==> config.mk <==
export PLATFORM = sky130hd
export DESIGN_NAME = convolution_loop_ctrl
export DESIGN_NICKNAME = d
export VERILOG_FILES = /design/src/rtl/conv_pkg.sv /design/src/rtl/convolution_loop_bounds.sv /design/src/rtl/convolution_loop_ctrl.sv
export SDC_FILE = /design/constraint.sdc
export NUM_CORES = 1
export LEC_CHECK = 0
export ABC_AREA = 1
export BUFFER_PORTS_ARGS = -buffer_cell sky130_fd_sc_hd__buf_2
export CORE_AREA = 3 3 71 73
export CTS_CLUSTER_DIAMETER = 40
export DETAILED_ROUTE_END_ITERATION = 7
export DIE_AREA = 0 0 74 76
export PLACE_DENSITY_LB_ADDON = 0.15
export SLEW_MARGIN = 20
export SYNTH_ARGS = -nofsm -noshare
export SYNTH_HDL_FRONTEND = slang
export SYNTH_SLANG_ARGS = --single-unit
==> constraint.sdc <==
create_clock -name clk -period 4.4 [get_ports clk]
set_input_delay 0.22 -clock clk [delete_from_list [all_inputs] [get_ports clk]]
set_output_delay 0.22 -clock clk [all_outputs]
set_load 0.02 [all_outputs]
==> src/rtl/conv_pkg.sv <==
// Shared types and constants for the convolution loop sequencer.
package conv_pkg;

  localparam int unsigned DATAWIDTH_DEF = 5;
  // Internal index arithmetic is one bit wider than the length inputs.
  localparam int unsigned IDXW = DATAWIDTH_DEF + 1;

  typedef logic [DATAWIDTH_DEF-1:0] len_t;
  typedef logic [IDXW-1:0]          idx_t;

  typedef enum logic [2:0] {
    IDLE,
    INIT,
    RUN,
    WRITE,
    DONE
  } conv_state_t;

endpackage

==> src/rtl/convolution_loop_bounds.sv <==
// Inner-loop bounds for one output sample i: first/last signal index
// contributing to y[i], and whether i is the final output sample.
module convolution_loop_bounds
  import conv_pkg::*;
#(
  parameter int unsigned DATAWIDTH = DATAWIDTH_DEF
) (
  input  logic [DATAWIDTH:0]   i,
  input  logic [DATAWIDTH-1:0] len_x,
  input  logic [DATAWIDTH-1:0] len_h,
  output logic [DATAWIDTH-1:0] jmin,
  output logic [DATAWIDTH-1:0] jmax,
  output logic                 last_i
);

  localparam int unsigned IW = DATAWIDTH + 1;

  logic [IW-1:0] lx_w, lh_w, jmin_w, jmax_w, imax_w;

  // Bounds computed at full index width, then truncated (always fit in DATAWIDTH).
  always_comb begin
    lx_w   = {1'b0, len_x};
    lh_w   = {1'b0, len_h};
    jmin_w = (i >= lh_w) ? (i - lh_w + IW'(1)) : '0;
    jmax_w = (i < lx_w) ? i : (lx_w - IW'(1));
    imax_w = lx_w + lh_w - IW'(2);
    last_i = (i == imax_w);
    jmin   = DATAWIDTH'(jmin_w);
    jmax   = DATAWIDTH'(jmax_w);
  end

endmodule

==> src/rtl/convolution_loop_ctrl.sv <==
// Nested-loop index sequencer for 1-D convolution y[i] = sum_j x[j]*h[i-j].
// Optional build macro CONV_STALL_EN adds the ready_i back-pressure port.
module convolution_loop_ctrl
  import conv_pkg::*;
#(
  parameter int unsigned DATAWIDTH = DATAWIDTH_DEF
) (
  input  logic                 clk,
  input  logic                 rst,
  input  logic                 start_i,
  input  logic [DATAWIDTH-1:0] len_x_i,
  input  logic [DATAWIDTH-1:0] len_h_i,
`ifdef CONV_STALL_EN
  input  logic                 ready_i,
`endif
  output logic                 busy_o,
  output logic                 valid_o,
  output logic [DATAWIDTH:0]   i_o,
  output logic [DATAWIDTH-1:0] j_o,
  output logic [DATAWIDTH-1:0] k_o,
  output logic                 acc_clr_o,
  output logic                 acc_wr_o,
  output logic                 done_o
);

  localparam int unsigned IW = DATAWIDTH + 1;

  conv_state_t          state_q, state_d;
  logic [DATAWIDTH-1:0] lx_q, lx_d, lh_q, lh_d;
  logic [IW-1:0]        i_q, i_d;
  logic [DATAWIDTH-1:0] j_q, j_d, jmin_q, jmin_d, jmax_q, jmax_d;
  // Done pulse for a zero-length start, which never leaves IDLE.
  logic                 zdone_q, zdone_d;

  logic [DATAWIDTH-1:0] b_jmin, b_jmax;
  logic                 b_last;
  logic                 ready;

`ifdef CONV_STALL_EN
  assign ready = ready_i;
`else
  assign ready = 1'b1;
`endif

  convolution_loop_bounds #(
    .DATAWIDTH(DATAWIDTH)
  ) u_bounds (
    .i      (i_q),
    .len_x  (lx_q),
    .len_h  (lh_q),
    .jmin   (b_jmin),
    .jmax   (b_jmax),
    .last_i (b_last)
  );

  // State and loop-counter registers.
  always_ff @(posedge clk or posedge rst) begin
    if (rst) begin
      state_q <= IDLE;
      lx_q    <= '0;
      lh_q    <= '0;
      i_q     <= '0;
      j_q     <= '0;
      jmin_q  <= '0;
      jmax_q  <= '0;
      zdone_q <= 1'b0;
    end else begin
      state_q <= state_d;
      lx_q    <= lx_d;
      lh_q    <= lh_d;
      i_q     <= i_d;
      j_q     <= j_d;
      jmin_q  <= jmin_d;
      jmax_q  <= jmax_d;
      zdone_q <= zdone_d;
    end
  end

  // Next-state and loop-counter update.
  always_comb begin
    state_d = state_q;
    lx_d    = lx_q;
    lh_d    = lh_q;
    i_d     = i_q;
    j_d     = j_q;
    jmin_d  = jmin_q;
    jmax_d  = jmax_q;
    zdone_d = 1'b0;
    unique case (state_q)
      IDLE: begin
        if (start_i) begin
          if ((len_x_i != '0) && (len_h_i != '0)) begin
            lx_d    = len_x_i;
            lh_d    = len_h_i;
            i_d     = '0;
            state_d = INIT;
          end else begin
            zdone_d = 1'b1;
          end
        end
      end
      INIT: begin
        jmin_d  = b_jmin;
        jmax_d  = b_jmax;
        j_d     = b_jmin;
        state_d = RUN;
      end
      RUN: begin
        if (ready) begin
          if (j_q == jmax_q) begin
            state_d = WRITE;
          end else begin
            j_d = j_q + DATAWIDTH'(1);
          end
        end
      end
      WRITE: begin
        if (b_last) begin
          i_d     = '0;
          j_d     = '0;
          state_d = DONE;
        end else begin
          i_d     = i_q + IW'(1);
          state_d = INIT;
        end
      end
      DONE: begin
        state_d = IDLE;
      end
      default: begin
        state_d = IDLE;
      end
    endcase
  end

  // Outputs decoded from state and counters.
  always_comb begin
    busy_o    = (state_q != IDLE);
    valid_o   = (state_q == RUN);
    acc_clr_o = (state_q == RUN) && (j_q == jmin_q);
    acc_wr_o  = (state_q == WRITE);
    done_o    = (state_q == DONE) || zdone_q;
    i_o       = i_q;
    j_o       = j_q;
    k_o       = DATAWIDTH'(i_q - {1'b0, j_q});
  end

endmodule
==> results_dict.tcl, run 1 <==
set metrics [dict create \
    worstReg2RegEnd "i_o[3]" \
    ant_nets 0 \
    nNetsFinal 455 \
    fillers 387 \
    grt_overflow_total 0 \
    dr.pass1.iters 4 \
    whs_ns 0.01184 \
    slew_viol_final 0 \
    cp_data_required_time_ns 4.58 \
    crit_path_start_kind "flop" \
    slew_headroom 0.5226 \
    cts_resized 0 \
    rows 24 \
    rsz0062_at_grt "no" \
    finalClockSkew_ns 0.008319 \
    drt_wl_total_microns 6248 \
    grt_pass1_vias 2436 \
    cts_sinks 35 \
    cts_tree "done" \
    vdd_ir_drop_max_mv 0.4426 \
    first_iter_violations 169 \
    cp-startpoint "lh_q[1]" \
    pwr-share-seq 0.225 \
    cp.arrival_ns 2.70 \
    die_h_microns 76 \
    synth_nets 421 \
    p_leak_nw 1.810 \
    cts_buffer_depth 2 \
    ys.flop_type "dfrtp_1" \
    setup_ws_ns 1.879 \
    path_class "reg -> reg" \
    root_buffer "clkbuf_8" \
    grt_pass1_wl_microns 10970 \
    antenna_cells 0 \
    yosysTopAreaCell "dfrtp_1" \
    drive_above_1_share 0.1394 \
    drc 0 \
    yosysMostFrequentCell "nand2_1" \
    p_per_area_nw_per_um2 844.5 \
    die_w_microns 74 \
    reg2reg_depth 15 \
    post_cts_buffers 0 \
    yosysTopAreaCellShare 0.3111 \
    crit_path_end "i_o[3]" \
    worst_pin_slew_ns 0.7135 \
    pre_cts_ws_ns 1.901 \
    pwr-share-clk 0.111 \
    numCtsBuffers 5 \
    syn_avg_cell_area_sq_um 7.527 \
    max_freq_mhz 396.7 \
    setup.worst_path.end_class "flop" \
    io_pins 34 \
    ys.warnings.count 0 \
    grt_max_degree 36 \
    io_buffer_count 33 \
    synth_edf_count 0 \
    p_sw_frac 0.5190 \
    maxCapViolCount 0 \
    start_util 0.6378 \
    tns_ns 0 \
    period_share 0.5729 \
    reg2reg_slack_ns 1.88 \
    p_int_mw 1.267 \
    die_area_sq_um 5624 \
    hold_path.class "in -> async" \
    status "finished, final reports clean" \
    synth_common_cells "nand2_1, inv_1, nand3_1" \
    worstReg2RegStart "lh_q[1]" \
    comb_power_share 0.664 \
    netlist_top_cells_area "dfrtp_1, nand2_1, ha_1" \
    seq_area_sq_um 875.8 \
    routedWlPerCell_microns 13.55 \
    hold_buffers 0 \
    period_needed_ns 2.521 \
    syn_inst 374 \
    yosysSeqAreaShare 0.3111 \
    htreeDepth 2 \
    finalHoldViolCount 0 \
    critPathMaxFanout 7 \
    gp_congestion 0.8739 \
    hpwl_microns 4967 \
    viasPerCell 5.414 \
    syn_to_final_growth_pct 10.76 \
    antenna_found_initial 0 \
    core_sq_um 4414 \
    setup_viol 0 \
    num_vias 2496 \
    grt.total_usage 0.2486 \
    multi_input_area_sq_um 1682 \
    worstSkewPairLatency_ns 0.29 \
    async_flop_share 1.000 \
    synth-seq-cells 35 \
    clk_pin_slew_ns 0.08 \
    syn_area_sq_um 2815 \
    p_switching_mw 1.367 \
    synthDistinctLibCells 36 \
    power_mw 2.633 \
]
==> state kept, by name, indices dropped and copies added (netlist names) <==
| register | count |
|---|---|
| i_o | 6 |
| j_o | 5 |
| jmax_q | 5 |
| jmin_q | 5 |
| lh_q | 5 |
| lx_q | 5 |
| state_q | 3 |
| zdone_q | 1 |
==> stage by stage <==
stage                     std cells  utilization  area [sq um]
after floorplan                 374            -          2815
after global placement          453       0.6808          3005
after detailed placement        453       0.6808          3005
after CTS                       461       0.7063          3118
after global routing            461       0.7063          3118
final                           461       0.7063          3118
==> per-layer routing <==
layer | routed length (microns) | track usage
met5 | 0 | 0
met4 | 105 | 0.08333
met3 | 305 | 0.05013
met2 | 3110 | 0.4131
met1 | 2726 | 0.3167
==> how the worst min path moves through the flow <==
stage,endpoint,depth (start not counted),slack [ns]
2_1_floorplan,zdone_q,2,0.35
3_3_place_gp,lx_q[0],3,0.33
3_5_place_dp,lx_q[0],3,0.34
4_1_cts,lh_q[3],3,0.03
5_1_grt,jmax_q[2],3,0.04
6_report,lh_q[3],3,0.01
==> worst max-delay path, cell delays in order, from the launching register on <==
cell and delay, ns:
dfrtp_1 0.40, inv_1 0.10, ha_1 0.23, inv_1 0.06
ha_1 0.16, inv_1 0.05, fa_1 0.45, inv_1 0.07
nand2_1 0.04, nand2_1 0.07, nand3_1 0.07, nor2_1 0.10
nand2_1 0.12, or2_1 0.32, nand3b_1 0.12, nand2_1 0.06
==> power groups by stage <==
stage | Clock, mW | Combinational, mW | Sequential, mW
after floorplan | 0 | 1.33 | 0.583
after global placement | 0 | 1.70 | 0.590
after detailed placement | 0 | 1.74 | 0.596
after CTS | 0.296 | 1.76 | 0.590
after global routing | 0.315 | 2.02 | 0.610
final | 0.293 | 1.75 | 0.592
==> cells by family (layout without fill, tap and decap cells) <==
group	after synthesis	after routing	synth area share
simple gates	190	190	0.2978
buf+inv	63	98	0.09156
flops	35	35	0.3111
fa+ha+maj	34	34	0.1618
compound gates	29	29	0.06356
xor+xnor	23	23	0.07423
==> cell usage in the layout, fill, tap and decap left out, types with 5 or more instances in the layout <==
| master | count |
|---|---|
| nand3_1 | 42 |
| xor2_1 | 14 |
| nor2_1 | 21 |
| inv_1 | 52 |
| buf_2 | 33 |
| ha_1 | 30 |
| dfrtp_1 | 35 |
| clkbuf_8 | 5 |
| nand2_1 | 101 |
| o21ai_0 | 8 |
| xnor2_1 | 8 |
| a21oi_1 | 10 |
==> layout make-up <==
cell class	count	share of cell area
Clock buffer	5	0.02207
Timing Repair Buffer	34	0.05538
Sequential cell	35	0.2809
Tap cell	52	0.02087
Inverter	56	0.06742
Multi-Input combinational cell	276	0.5393
Clock inverter	3	0.01404
No activity file was read; power rests on OpenSTA's default activity.
==> inputs of run 2 (changes only) <==
--- a/config.mk
+++ b/config.mk
@@ -7,10 +7,10 @@
 export LEC_CHECK = 0
 export ABC_AREA = 1
 export BUFFER_PORTS_ARGS = -buffer_cell sky130_fd_sc_hd__buf_2
-export CORE_AREA = 3 3 71 73
+export CORE_AREA = 3 3 77 79
 export CTS_CLUSTER_DIAMETER = 40
 export DETAILED_ROUTE_END_ITERATION = 7
-export DIE_AREA = 0 0 74 76
+export DIE_AREA = 0 0 80 82
 export PLACE_DENSITY_LB_ADDON = 0.15
 export SLEW_MARGIN = 20
 export SYNTH_ARGS = -nofsm -noshare
==> constraint.sdc (replaced) <==
create_clock -name clk -period 2.1 [get_ports clk]
set_input_delay 0.105 -clock clk [delete_from_list [all_inputs] [get_ports clk]]
set_output_delay 0.105 -clock clk [all_outputs]
set_load 0.02 [all_outputs]
==> run 2 against run 1 <==
Effect of this change:
- the run now ends with negative setup slack left
- utilization fell by 6.8 points
- worst hold slack gained 0.048 ns
- count of clock-buffer cells in the layout grew 1
- setup slack worse by 2.2 ns
- sequential share of layout area decreased by 2.7 points
- clock power grew 69%
- first-iteration DRC count shrank 28%
- via count increased by 3.4%
- wire length up 11%
- critical path depth increased by 1
- power is 130% higher
- final cell count is 12% higher
- critical endpoint is now j_o[4]
- largest cell class unchanged
==> results_dict.tcl, run 2 (synthesis gave the netlist of run 1 again) <==
set metrics [dict create \
    cts_tree "done" \
    p_leak_nw 1.967 \
    gp_congestion 0.8532 \
    critPathMaxFanout 7 \
    cp_slowest_stage_delay_ns 0.45 \
    numCtsBuffers 5 \
    violations "negative setup slack" \
    slew_viol_final 0 \
    io_pins 34 \
    max_freq_mhz 419.5 \
    setup.worst_path.end_class "flop" \
    die_w_microns 80 \
    maxCapViolCount 0 \
    worstSkewPairLatency_ns 0.30 \
    drt_wl_total_microns 6930 \
    antenna_cells 0 \
    whs_path_depth 3 \
    fillers 492 \
    drc 0 \
    multi_input_area_sq_um 1750 \
    viasPerCell 5.000 \
    grt.total_usage 0.2398 \
    cp_data_required_time_ns 2.29 \
    rows 27 \
    layout_common_cells "nand2_1, inv_1, nand3_1, buf_4, dfrtp_1" \
    slew_headroom 0.5927 \
    final_cell_area_sq_um 3451 \
    cp.depth 16 \
    core_sq_um 5405 \
    first_iter_violations 121 \
    finalClockSkew_ns 0.008704 \
    rsz0062_at_grt "yes" \
    root_buffer "clkbuf_8" \
    grt_pass1_vias 2568 \
    grt_pass1_wl_microns 11960 \
    syn_to_final_growth_pct 22.58 \
    grt_max_degree 36 \
    status "finished with violations" \
    nNetsFinal 490 \
    pwr-share-seq 0.192 \
    path_class "reg -> reg" \
    fin_util 0.6384 \
    ant_nets 0 \
    p_int_mw 2.975 \
    io_buffer_count 33 \
    grt_overflow_total 0 \
    cts_buffer_depth 2 \
    antenna_found_initial 0 \
    period_share 1.135 \
    seq_area_sq_um 877.1 \
    place_area_sq_um 3263 \
    cp.arrival_ns 2.58 \
    worst_path_max_delay_cell "fa_1" \
    start_util 0.5208 \
    setup_ws_ns -0.2836 \
    finalHoldViolCount 0 \
    hpwl_microns 5553 \
    reg2reg_depth 16 \
    p_switching_mw 3.047 \
    worst-path-buf-inv 4 \
    vdd_ir_drop_max_mv 1.128 \
    worst_pin_slew_ns 0.6045 \
    cts_sinks 35 \
    dr.pass1.iters 4 \
    p_per_area_nw_per_um2 1745 \
    routedWlPerCell_microns 13.43 \
    hold_path.class "in -> reg" \
    whs_ns 0.06011 \
    worst_path_dominant_cell_family "adder cells" \
    die_area_sq_um 6560 \
    comb_power_share 0.726 \
    pwr-share-clk 0.082 \
    crit_path_start_kind "flop" \
    layout_commonest_cell "nand2_1" \
    period_needed_ns 2.384 \
    p_sw_frac 0.5060 \
    cpMostUsedCell "nand2_1" \
    power_mw 6.022 \
    drive_above_1_share 0.2432 \
    clk_pin_slew_ns 0.08 \
    path_cells "inv_2 -> ha_4 -> inv_2 -> ha_4 -> inv_2 -> fa_1 -> inv_1 -> nand2_1 -> nand2_1 -> nand3_1 -> nor2_1 -> nand2_1 -> o21bai_4 -> nand2_2 -> nand2_1 -> nand2_1" \
    htreeDepth 2 \
    largest_reg_flops 6 \
    num_vias 2580 \
    pre_cts_ws_ns -0.3374 \
    die_h_microns 82 \
    setup_viol 13 \
]
run 2: through the flow:
| stage | instances | TNS [ns] |
|---|---|---|
| 5_1_grt | 516 | -5.337 |
| 3_5_place_dp | 504 | -3.911 |
| 2_1_floorplan | 374 | -2.033 |
| 4_1_cts | 514 | -3.359 |
| 3_3_place_gp | 504 | -2.940 |
| 6_report | 516 | -3.146 |
run 2: worst reg2reg max path, cell delays in order, from the launching register on:
cell      delay (ns)
dfrtp_1         0.39
inv_2           0.08
ha_4            0.20
inv_2           0.06
ha_4            0.12
inv_2           0.03
fa_1            0.45
inv_1           0.07
nand2_1         0.04
nand2_1         0.05
nand3_1         0.07
nor2_1          0.11
nand2_1         0.12
o21bai_4        0.23
nand2_2         0.12
nand2_1         0.08
nand2_1         0.06
run 2: cell type report:
cell class	instances	area share
multi-input combinational	276	0.5073
sequential	35	0.2542
timing repair buffer	69	0.1269
inverter	56	0.06091
tap	72	0.02611
clock buffer	6	0.02103
clock inverter	2	0.003626
run 2: timing repair:
item | CTS | global route
resized for setup | 11 | 8
endpoints found under the setup margin | 14 | 18
setup buffers | 1 | 2
hold buffers | 1 | 0
pin swaps | 10 | 9
endpoints found under the hold margin | 35 | 0
run 2: power by group through the flow:
| stage | clock [mW] | combinational, mW | sequential [mW] |
|---|---|---|---|
| CTS | 0.499 | 4.26 | 1.16 |
| floorplan | 0 | 2.79 | 1.22 |
| detailed placement | 0 | 4.13 | 1.17 |
| finish | 0.494 | 4.37 | 1.16 |
| global placement | 0 | 4.05 | 1.16 |
| global route | 0.546 | 4.97 | 1.19 |
run 2: worst paths after layout:
kind	from	end	slack [ns]
min in group asynchronous	rst	jmax_q[4]	0.45
max in group asynchronous	rst	i_o[0]	1.31
hold / removal	len_x_i[0]	lx_q[0]	0.06
setup / recovery	lx_q[1]	j_o[4]	-0.28
hold reg to reg	jmax_q[0]	jmax_q[0]	0.50
setup reg to reg	lx_q[1]	j_o[4]	-0.28
run 2: metal layers:
layer / up-vias / track usage / part of all wire
li1: 1326 / - / -
met4: 0 / 0.1014 / 0.027
met3: 15 / 0.04605 / 0.060
met1: 1168 / 0.2874 / 0.42
met5: - / 0 / 0
met2: 71 / 0.4197 / 0.49
==> inputs of run 3 (changes only) <==
--- a/config.mk
+++ b/config.mk
@@ -5,12 +5,11 @@
 export SDC_FILE = /design/constraint.sdc
 export NUM_CORES = 1
 export LEC_CHECK = 0
-export ABC_AREA = 1
 export BUFFER_PORTS_ARGS = -buffer_cell sky130_fd_sc_hd__buf_2
-export CORE_AREA = 3 3 77 79
+export CORE_AREA = 3 3 76 78
 export CTS_CLUSTER_DIAMETER = 40
 export DETAILED_ROUTE_END_ITERATION = 7
-export DIE_AREA = 0 0 80 82
+export DIE_AREA = 0 0 79 81
 export PLACE_DENSITY_LB_ADDON = 0.15
 export SLEW_MARGIN = 20
 export SYNTH_ARGS = -nofsm -noshare
==> run 3 against run 2 <==
Effect of this change:
- the flow still finishes with violations (negative setup slack)
- sequential power down 8%
- combinational power rose by 19%
- utilization is 4.9 points higher
- synthesized cell count fell by 22%
- sequential cell count did not move
- critical path type unchanged
- critical endpoint is now j_o[1]
- highest routed layer unchanged
==> results_dict.tcl, run 3 <==
set metrics [dict create \
    layout_commonest_cell "buf_4" \
    period_needed_ns 2.802 \
    syn_area_sq_um 2676 \
    syn_avg_cell_area_sq_um 9.134 \
    whs_path_depth 3 \
    power_mw 6.761 \
    first_iter_violations 115 \
    setup.worst_path.end_class "flop" \
    rows 26 \
    grt_overflow_total 0 \
    antenna_found_initial 0 \
    cts_buffer_depth 2 \
    routedWlPerCell_microns 15.86 \
    gp_congestion 0.9011 \
    worst_pin_slew_ns 0.6184 \
    tns_ns -7.619 \
    setup_ws_ns -0.7022 \
    ys.flop_type "dfrtp_1" \
    hpwl_microns 5309 \
    syn_inst 293 \
    crit_path_start_kind "flop" \
    slew_headroom 0.5878 \
    root_buffer "clkbuf_8" \
    cp_data_required_time_ns 2.28 \
    finalClockSkew_ns 0.006175 \
    grt_pass1_vias 2391 \
    io_pins 34 \
    hold_start "len_x_i[2]" \
    fillers 438 \
    syn_to_final_growth_pct 31.98 \
    drt_wl_total_microns 7123 \
    grt_pass1_wl_microns 11520 \
    start_util 0.5207 \
    status "finished with violations" \
    worstReg2RegEnd "j_o[1]" \
    netlist_top_cells_area "dfrtp_1, ha_1, inv_1" \
    async_flop_share 1.000 \
    violations "negative setup slack" \
    core_sq_um 5140 \
    io_buffer_count 33 \
    reg2reg_depth 12 \
    synth_edf_count 0 \
    period_share 1.334 \
    finalHoldViolCount 0 \
    die_w_microns 79 \
    die_h_microns 81 \
    ys.warnings.count 0 \
    final_cell_area_sq_um 3532 \
    worstReg2RegStart "lx_q[1]" \
    maxCapViolCount 0 \
    drc 0 \
    yosysTopAreaCell "dfrtp_1" \
    synthDistinctLibCells 44 \
    layout_common_cells "buf_4, dfrtp_1, inv_1, buf_2, nand2_1" \
    synth_common_cells "inv_1, dfrtp_1, ha_1" \
    rsz0062_at_grt "yes" \
    path_class "reg -> reg" \
    num_vias 2348 \
    synth-seq-cells 35 \
    vdd_ir_drop_max_mv 1.042 \
    reg2reg_slack_ns -0.70 \
    setup_viol 13 \
    p_per_area_nw_per_um2 1914 \
    p_leak_nw 1.791 \
    hold_path.class "in -> reg" \
    synth_nets 340 \
    numCtsBuffers 5 \
    whs_endpoint "lx_q[2]" \
    htreeDepth 2 \
    cts_sinks 35 \
    yosysMostFrequentCell "inv_1" \
    cts_tree "done" \
    grt_max_degree 36 \
    cp.arrival_ns 2.98 \
    drive_above_1_share 0.3430 \
    yosysTopAreaCellShare 0.3273 \
    clk_pin_slew_ns 0.07 \
    yosysSeqAreaShare 0.3273 \
    viasPerCell 5.229 \
    nNetsFinal 426 \
    worstSkewPairLatency_ns 0.29 \
    die_area_sq_um 6399 \
    grt.total_usage 0.2393 \
    critPathMaxFanout 4 \
    dr.pass1.iters 4 \
    largest_reg_flops 6 \
    ant_nets 0 \
    slew_viol_final 0 \
    place_area_sq_um 3242 \
    antenna_cells 0 \
    max_freq_mhz 356.9 \
]
## run 3: logic make-up (layout without fill, tap and decap cells)
logic type / after synthesis / count (layout) / share of synthesized area
adder cells (fa/ha/maj): 34 / 34 / 0.1702
AO/OA/AOI/OAI: 60 / 61 / 0.1496
buffers and inverters: 50 / 135 / 0.07620
XOR/XNOR: 29 / 29 / 0.09490
AND/OR/NAND/NOR: 74 / 74 / 0.1379
multiplexers: 11 / 11 / 0.04394
flip-flops: 35 / 35 / 0.3273
## run 3: worst max path at each step
stage                 start  endpoint  slack (ns)  depth (start not counted)
floorplan           lx_q[1]    j_o[0]       -0.66                         12
global placement    lx_q[1]    j_o[0]       -0.65                         12
detailed placement  lx_q[1]    j_o[1]       -0.72                         12
CTS                 lx_q[1]    j_o[1]       -0.66                         12
global route        lx_q[1]    j_o[3]       -0.84                         12
finish              lx_q[1]    j_o[1]       -0.70                         12
## run 3: repair_timing
action                                 in CTS  in global routing
setup endpoints to repair                  16                 17
hold buffers                                1                  0
buffers inserted                            2                  6
endpoints found under the hold margin      35                  0
gates resized for setup                    17                 16
gates cloned                                1                  0
pin swaps                                   4                  7
## run 3: area by class of cell
class	count	area, sq um	share of cell area
clock inverters	1	5.005	0.001417
inverters	40	152.6	0.04322
flip-flops and latches	35	875.8	0.2480
repair buffers	88	598.1	0.1693
well taps	70	87.58	0.02480
multi-input cells	209	1730	0.4899
clock buffers	6	82.58	0.02338
## run 3: power by group
part           switching [mW]  leakage [nW]  internal [mW]
Clock                   0.240        0.0470          0.257
Sequential              0.161         0.460          0.913
Combinational            2.78          1.28           2.41
## run 3: stage by stage
| stage | cells | worst slack, ns | utilization | hold WS [ns] |
|---|---|---|---|---|
| global placement | 432 | -0.6508 | 0.6307 | 0.2287 |
| detailed placement | 432 | -0.7238 | 0.6307 | 0.2322 |
| global route | 449 | -0.8358 | 0.6872 | 0.03902 |
| CTS | 443 | -0.6592 | 0.6658 | 0.02924 |
| finish | 449 | -0.7022 | 0.6872 | 0.03381 |
| floorplan | 293 | -0.6626 | - | 0.2218 |
## run 3: per-layer routing
layer / part of all wire / up-vias / wire length [microns] / track usage
met5: 0 / - / 0 / 0
met4: 0.036 / 0 / 254 / 0.1065
met3: 0.027 / 17 / 194 / 0.03769
met2: 0.51 / 44 / 3612 / 0.4184
met1: 0.43 / 1123 / 3061 / 0.2920
li1: - / 1164 / - / -
## run 3: critical path, cell delays in order, from the launching register on
cell     delay [ns]
dfrtp_1        0.39
inv_2          0.09
ha_4           0.21
inv_4          0.05
ha_4           0.13
inv_2          0.04
fa_1           0.49
xor2_1         0.19
nand3_2        0.12
nor4b_4        0.30
nand3_2        0.14
a21oi_4        0.22
mux2_4         0.32
